$ cat config.mk
export PLATFORM = sky130hd
export DESIGN_NAME = div_unit
export DESIGN_NICKNAME = d
export VERILOG_FILES = /design/src/rtl/div_unit.sv
export SDC_FILE = /design/constraint.sdc
export NUM_CORES = 1
export LEC_CHECK = 0
export BUFFER_PORTS_ARGS = -buffer_cell sky130_fd_sc_hd__buf_2
export CAP_MARGIN = 0
export CORE_MARGIN = 2
export CORE_UTILIZATION = 50
export CTS_CLUSTER_SIZE = 28
export DETAILED_ROUTE_END_ITERATION = 16
export HOLD_SLACK_MARGIN = 0.12
export PLACE_DENSITY_LB_ADDON = 0.1
export SLEW_MARGIN = 10
export SYNTH_ARGS = -nofsm -noshare
export SYNTH_HDL_FRONTEND = slang
export SYNTH_SLANG_ARGS = --single-unit
export TNS_END_PERCENT = 5
$ cat constraint.sdc
create_clock -name clk_i -period 7.4 [get_ports clk_i]
set_input_delay 1.48 -clock clk_i [delete_from_list [all_inputs] [get_ports clk_i]]
set_output_delay 1.48 -clock clk_i [all_outputs]
set_load 0.01 [all_outputs]
$ cat src/rtl/div_unit.sv
// div_unit: iterative RV32M divider for DIV, DIVU, REM and REMU.
// It performs a restoring divide that retires one quotient bit per cycle.
// Divide-by-zero and signed-overflow operands finish in a single cycle.
//
// Ports:
//   clk_i     clock; all state updates on the rising edge
//   rst_n_i   asynchronous active-low reset
//   start_i   request, sampled only in IDLE together with op_i, a_i and b_i
//   op_i      operation select: 00 DIV, 01 DIVU, 10 REM, 11 REMU
//   a_i       dividend (rs1)
//   b_i       divisor (rs2)
//   kill_i    pipeline flush; aborts an operation in CALC or FIX
//   busy_o    high in every state except IDLE
//   done_o    one-cycle pulse; result_o is valid while it is high
//   result_o  registered quotient or remainder, held until the next completion
module div_unit (
    input  logic        clk_i,
    input  logic        rst_n_i,
    input  logic        start_i,
    input  logic [1:0]  op_i,
    input  logic [31:0] a_i,
    input  logic [31:0] b_i,
    input  logic        kill_i,
    output logic        busy_o,
    output logic        done_o,
    output logic [31:0] result_o
);

    localparam logic [1:0] S_IDLE = 2'd0;
    localparam logic [1:0] S_CALC = 2'd1;
    localparam logic [1:0] S_FIX  = 2'd2;
    localparam logic [1:0] S_DONE = 2'd3;

    logic [1:0]  state;
    logic [1:0]  op_q;
    logic [31:0] dvd;
    logic [31:0] dvs;
    logic [31:0] quot;
    logic [31:0] rem;
    logic [5:0]  cnt;
    logic        neg_q;
    logic        neg_r;

    logic        is_signed;
    logic        b_zero;
    logic        ovf;
    logic [31:0] abs_a;
    logic [31:0] abs_b;
    logic [32:0] rem_shift;
    logic [32:0] rem_diff;
    logic        fits;
    logic [31:0] quot_fix;
    logic [31:0] rem_fix;

    always_comb begin
        is_signed = ~op_i[0];
        b_zero    = (b_i == '0);
        ovf       = is_signed && (a_i == 32'h8000_0000) && (b_i == '1);
        abs_a     = (is_signed && a_i[31]) ? (32'd0 - a_i) : a_i;
        abs_b     = (is_signed && b_i[31]) ? (32'd0 - b_i) : b_i;
        // The partial remainder is always below the divisor, so the 33-bit
        // trial value stays below twice the divisor. Bit 32 of the difference
        // is therefore set only on a borrow, and the 33rd register bit is
        // never needed after the subtraction.
        rem_shift = {rem, dvd[31]};
        rem_diff  = rem_shift - {1'b0, dvs};
        fits      = ~rem_diff[32];
        quot_fix  = neg_q ? (32'd0 - quot) : quot;
        rem_fix   = neg_r ? (32'd0 - rem)  : rem;
    end

    assign busy_o = (state != S_IDLE);
    assign done_o = (state == S_DONE);

    always_ff @(posedge clk_i or negedge rst_n_i) begin
        if (!rst_n_i) begin
            state    <= S_IDLE;
            op_q     <= '0;
            dvd      <= '0;
            dvs      <= '0;
            quot     <= '0;
            rem      <= '0;
            cnt      <= '0;
            neg_q    <= 1'b0;
            neg_r    <= 1'b0;
            result_o <= '0;
        end else begin
            case (state)
                S_IDLE: begin
                    if (start_i && !kill_i) begin
                        op_q <= op_i;
                        if (b_zero) begin
                            result_o <= op_i[1] ? a_i : '1;
                            state    <= S_DONE;
                        end else if (ovf) begin
                            result_o <= op_i[1] ? 32'd0 : 32'h8000_0000;
                            state    <= S_DONE;
                        end else begin
                            dvd   <= abs_a;
                            dvs   <= abs_b;
                            neg_q <= is_signed & (a_i[31] ^ b_i[31]);
                            neg_r <= is_signed & a_i[31];
                            rem   <= '0;
                            quot  <= '0;
                            cnt   <= '0;
                            state <= S_CALC;
                        end
                    end
                end
                S_CALC: begin
                    if (kill_i) begin
                        state <= S_IDLE;
                    end else begin
                        dvd  <= {dvd[30:0], 1'b0};
                        rem  <= fits ? rem_diff[31:0] : rem_shift[31:0];
                        quot <= {quot[30:0], fits};
                        cnt  <= cnt + 6'd1;
                        if (cnt == 6'd31) begin
                            state <= S_FIX;
                        end
                    end
                end
                S_FIX: begin
                    if (kill_i) begin
                        state <= S_IDLE;
                    end else begin
                        result_o <= op_q[1] ? rem_fix : quot_fix;
                        state    <= S_DONE;
                    end
                end
                default: begin
                    state <= S_IDLE;
                end
            endcase
        end
    end

endmodule

==> run metrics <==
NetSw 1.29 mW; initial antenna violation count 0; wirelength, routed 30,500 µm; Worst Hold End result_o[30]; fin crit share 0.670; hold path cells 2; crit path cell chain buf_2, or4_4, nor4b_4, and2_1, or4b_4, nor3_4, a31oi_2, a31oi_4, buf_4, o21ai_0, o31ai_1; Final Hold Viols 0; Setup CP Type in -> reg; HP Start result_o[30]; total track usage 0.251; Util after Layout 0.564; Die W 158 µm; cell leakage power 6.05 nW; Main synth FF type dfrtp_1; Clock Pin Slew Worst Setup and Hold Paths 0.07 ns; CTS tree done; fillers 2,215; largest net degree at the start of global routing 105; max_slew headroom 0.202; cts repair resizes 0; asr flop ratio synth 1.00; Vias/cell 5.75; H-tree Lvls 4; placer congestion estimate 0.891; Hold Buf Count CTS 0; FF/Latch Area 4280 µm²; Flop pwr share 0.376; post-synthesis register bit count 171; crit end category flip-flop; Max IR drop VDD 147 µV; num rows 56; top achievable clock speed 0.202 GHz; synthesis-to-finish area growth 11.4%; slowest CP cell buf_4; CP required 7.72 ns; fin nets 1,605; Post-synth top cells 174 x nand2_1, 171 x dfrtp_1, 143 x a21oi_1, 134 x o21ai_0, 115 x nor2_1; first-pass detailed-route iteration total 5; most area-consuming cells after synthesis dfrtp_1 36%, a21oi_1 6.1%, o21ai_0 5.7%; share of post-route cells with drive strength above 1 0.109; RSZ-0062 raised after global routing no; Post-Syn Area 11,800 µm²; Post-synth EDFFs 0; Max Cap Viol 0; clk root buf clkbuf_16; vias in the first global route 9,751; Max Slew Vio Count 0; Final setup viols 0; wire length per cell 16.7 µm; syn nets 1,550; cell depth of the worst flop-to-flop path 12; syn_area_per_cell 8.20 µm²; Highest Signal Layer met4; worst r2r src rem[0]; Sink Count 171; Arr. time, crit path 5.28 ns; switching part of the total 0.371; setup TNS 0 ns; Int Power 2.19 mW; TritonCTS Buffers 17; Clk pwr share 0.280; status complete, no violations; HP Class reg -> reg; via count 10,520; Pwr Density 265 nW/µm²; port bufs 103; wire length on met1 15,000 µm; post-route minimum period 4.96 ns; synth unique cells 68; DPL Wire Length 22,400 µm; Inserted Diodes 0; Total Power 3.49 mW; Initial Utilization 0.506; CP top delay family simple AND/OR/NAND/NOR gates; area share of the largest cell type after synthesis 0.362; wire length on met2 13,900 µm; IO Count 104; Longest Clk Path Bufs 2; Antenna Violating Nets Remaining 0; buffers and inverters on the worst path 2; Die Ht 158 µm; detailed router's first-iteration violation count 717; cell count after synthesis 1,441; Multi-input gate area 7040 µm²; top cell type by total area after synthesis dfrtp_1; Seq/Total Area, Yosys 0.362; r2r setup slk 3.58 ns; top-count cell post-synth nand2_1; CP max FO 102; WL met3 1210 µm; standard cell core area 23,300 µm²; RR Endpoint rem[26]; Clock Skew 0.0124 ns; gr ovfl total 0; worst hold slack 0.470 ns; worst skew pair latency 0.44 ns; worst-margin pin slew 1.20 ns; yosys warns 0; crit start category primary input; first-pass GRT wire length 50,000 µm; logic gate share of total power 0.344; Post-CTS Setup Bufs 0; # DRC 0; die footprint 24,900 µm²; Worst path max stage delay 0.78 ns
[cell families after synthesis]
kind of cell / synth area share
buffers and inverters: 0.0434
and+or+nand+nor: 0.179
adders and majority gates: 0.0420
DFF: 0.362
AOI/OAI and AO/OA: 0.258
xor gates and xnor gates: 0.102
muxes: 0.0136
[tightest hold or removal path, cell delays in order (launching register included)]
cell and delay [ns]:
dfrtp_1 0.34, nand2_1 0.05, nand2_1 0.05
[layout make-up]
class	count	share of cell area
clock inverters	15	0.0159
flip-flops and latches	171	0.325
clock buffers	17	0.0323
multi-input cells	1140	0.535
repair buffers	115	0.0465
inverters	51	0.0145
well taps	319	0.0303
[registers in the layout, summed over array words and instances (netlist names)]
| name | flops |
|---|---|
| cnt | 6 |
| dvd | 32 |
| neg_r | 1 |
| neg_q | 1 |
| dvs | 32 |
| state | 2 |
| rem | 32 |
| op_q | 1 |
| quot | 32 |
| result_o | 32 |
[worst max-delay path by stage]
stage,start,endpoint,depth (start not counted)
2_1_floorplan,b_i[6],rem[30],12
3_3_place_gp,b_i[6],cnt[4],12
3_5_place_dp,b_i[6],cnt[4],12
4_1_cts,b_i[6],cnt[4],12
5_1_grt,b_i[6],cnt[4],12
6_report,b_i[6],cnt[3],11
[layout by cell type, fill, tap and decap left out, types with 5 or more instances in the layout]
cell type,n
xnor2_1,66
a21o_1,12
or4_1,8
or3_1,24
a211oi_1,7
o41ai_1,9
nor2b_1,10
nand4_1,11
inv_6,5
inv_1,51
o31ai_1,28
clkbuf_16,17
mux2i_1,16
o21ai_0,134
nand2b_1,24
a21oi_1,143
nand2_1,174
ha_1,38
o21ai_1,34
a22o_1,37
nor3_1,22
nor2_1,114
o211ai_1,16
and3_1,7
buf_4,12
a31oi_1,22
nor4_1,12
o22ai_1,9
dfrtp_1,171
o21a_1,7
and2_1,6
buf_2,102
nand3_1,17
xor2_1,71
[power groups by stage]
stage / clock network, mW / registers, mW / logic [mW]
2_1_floorplan: 0 / 1.33 / 0.824
3_3_place_gp: 0 / 1.33 / 1.18
3_5_place_dp: 0 / 1.33 / 1.20
4_1_cts: 0.992 / 1.31 / 1.20
5_1_grt: 1.04 / 1.34 / 1.37
6_report: 0.977 / 1.31 / 1.20
[stage by stage]
step	setup slack, ns	area, µm²	std cells
after floorplan	3.08	11800	1441
after global placement	2.07	12500	1796
after detailed placement	2.00	12500	1796
after CTS	2.47	13200	1828
after global routing	2.14	13200	1828
final	2.44	13200	1828
[layer usage]
metal | up-vias | global-route usage
met1 | 4970 | 0.358
met4 | 0 | 0.0558
met5 | - | 0
met2 | 237 | 0.407
li1 | 5277 | -
met3 | 36 | 0.0356
Power figures use the tool's default switching activity.
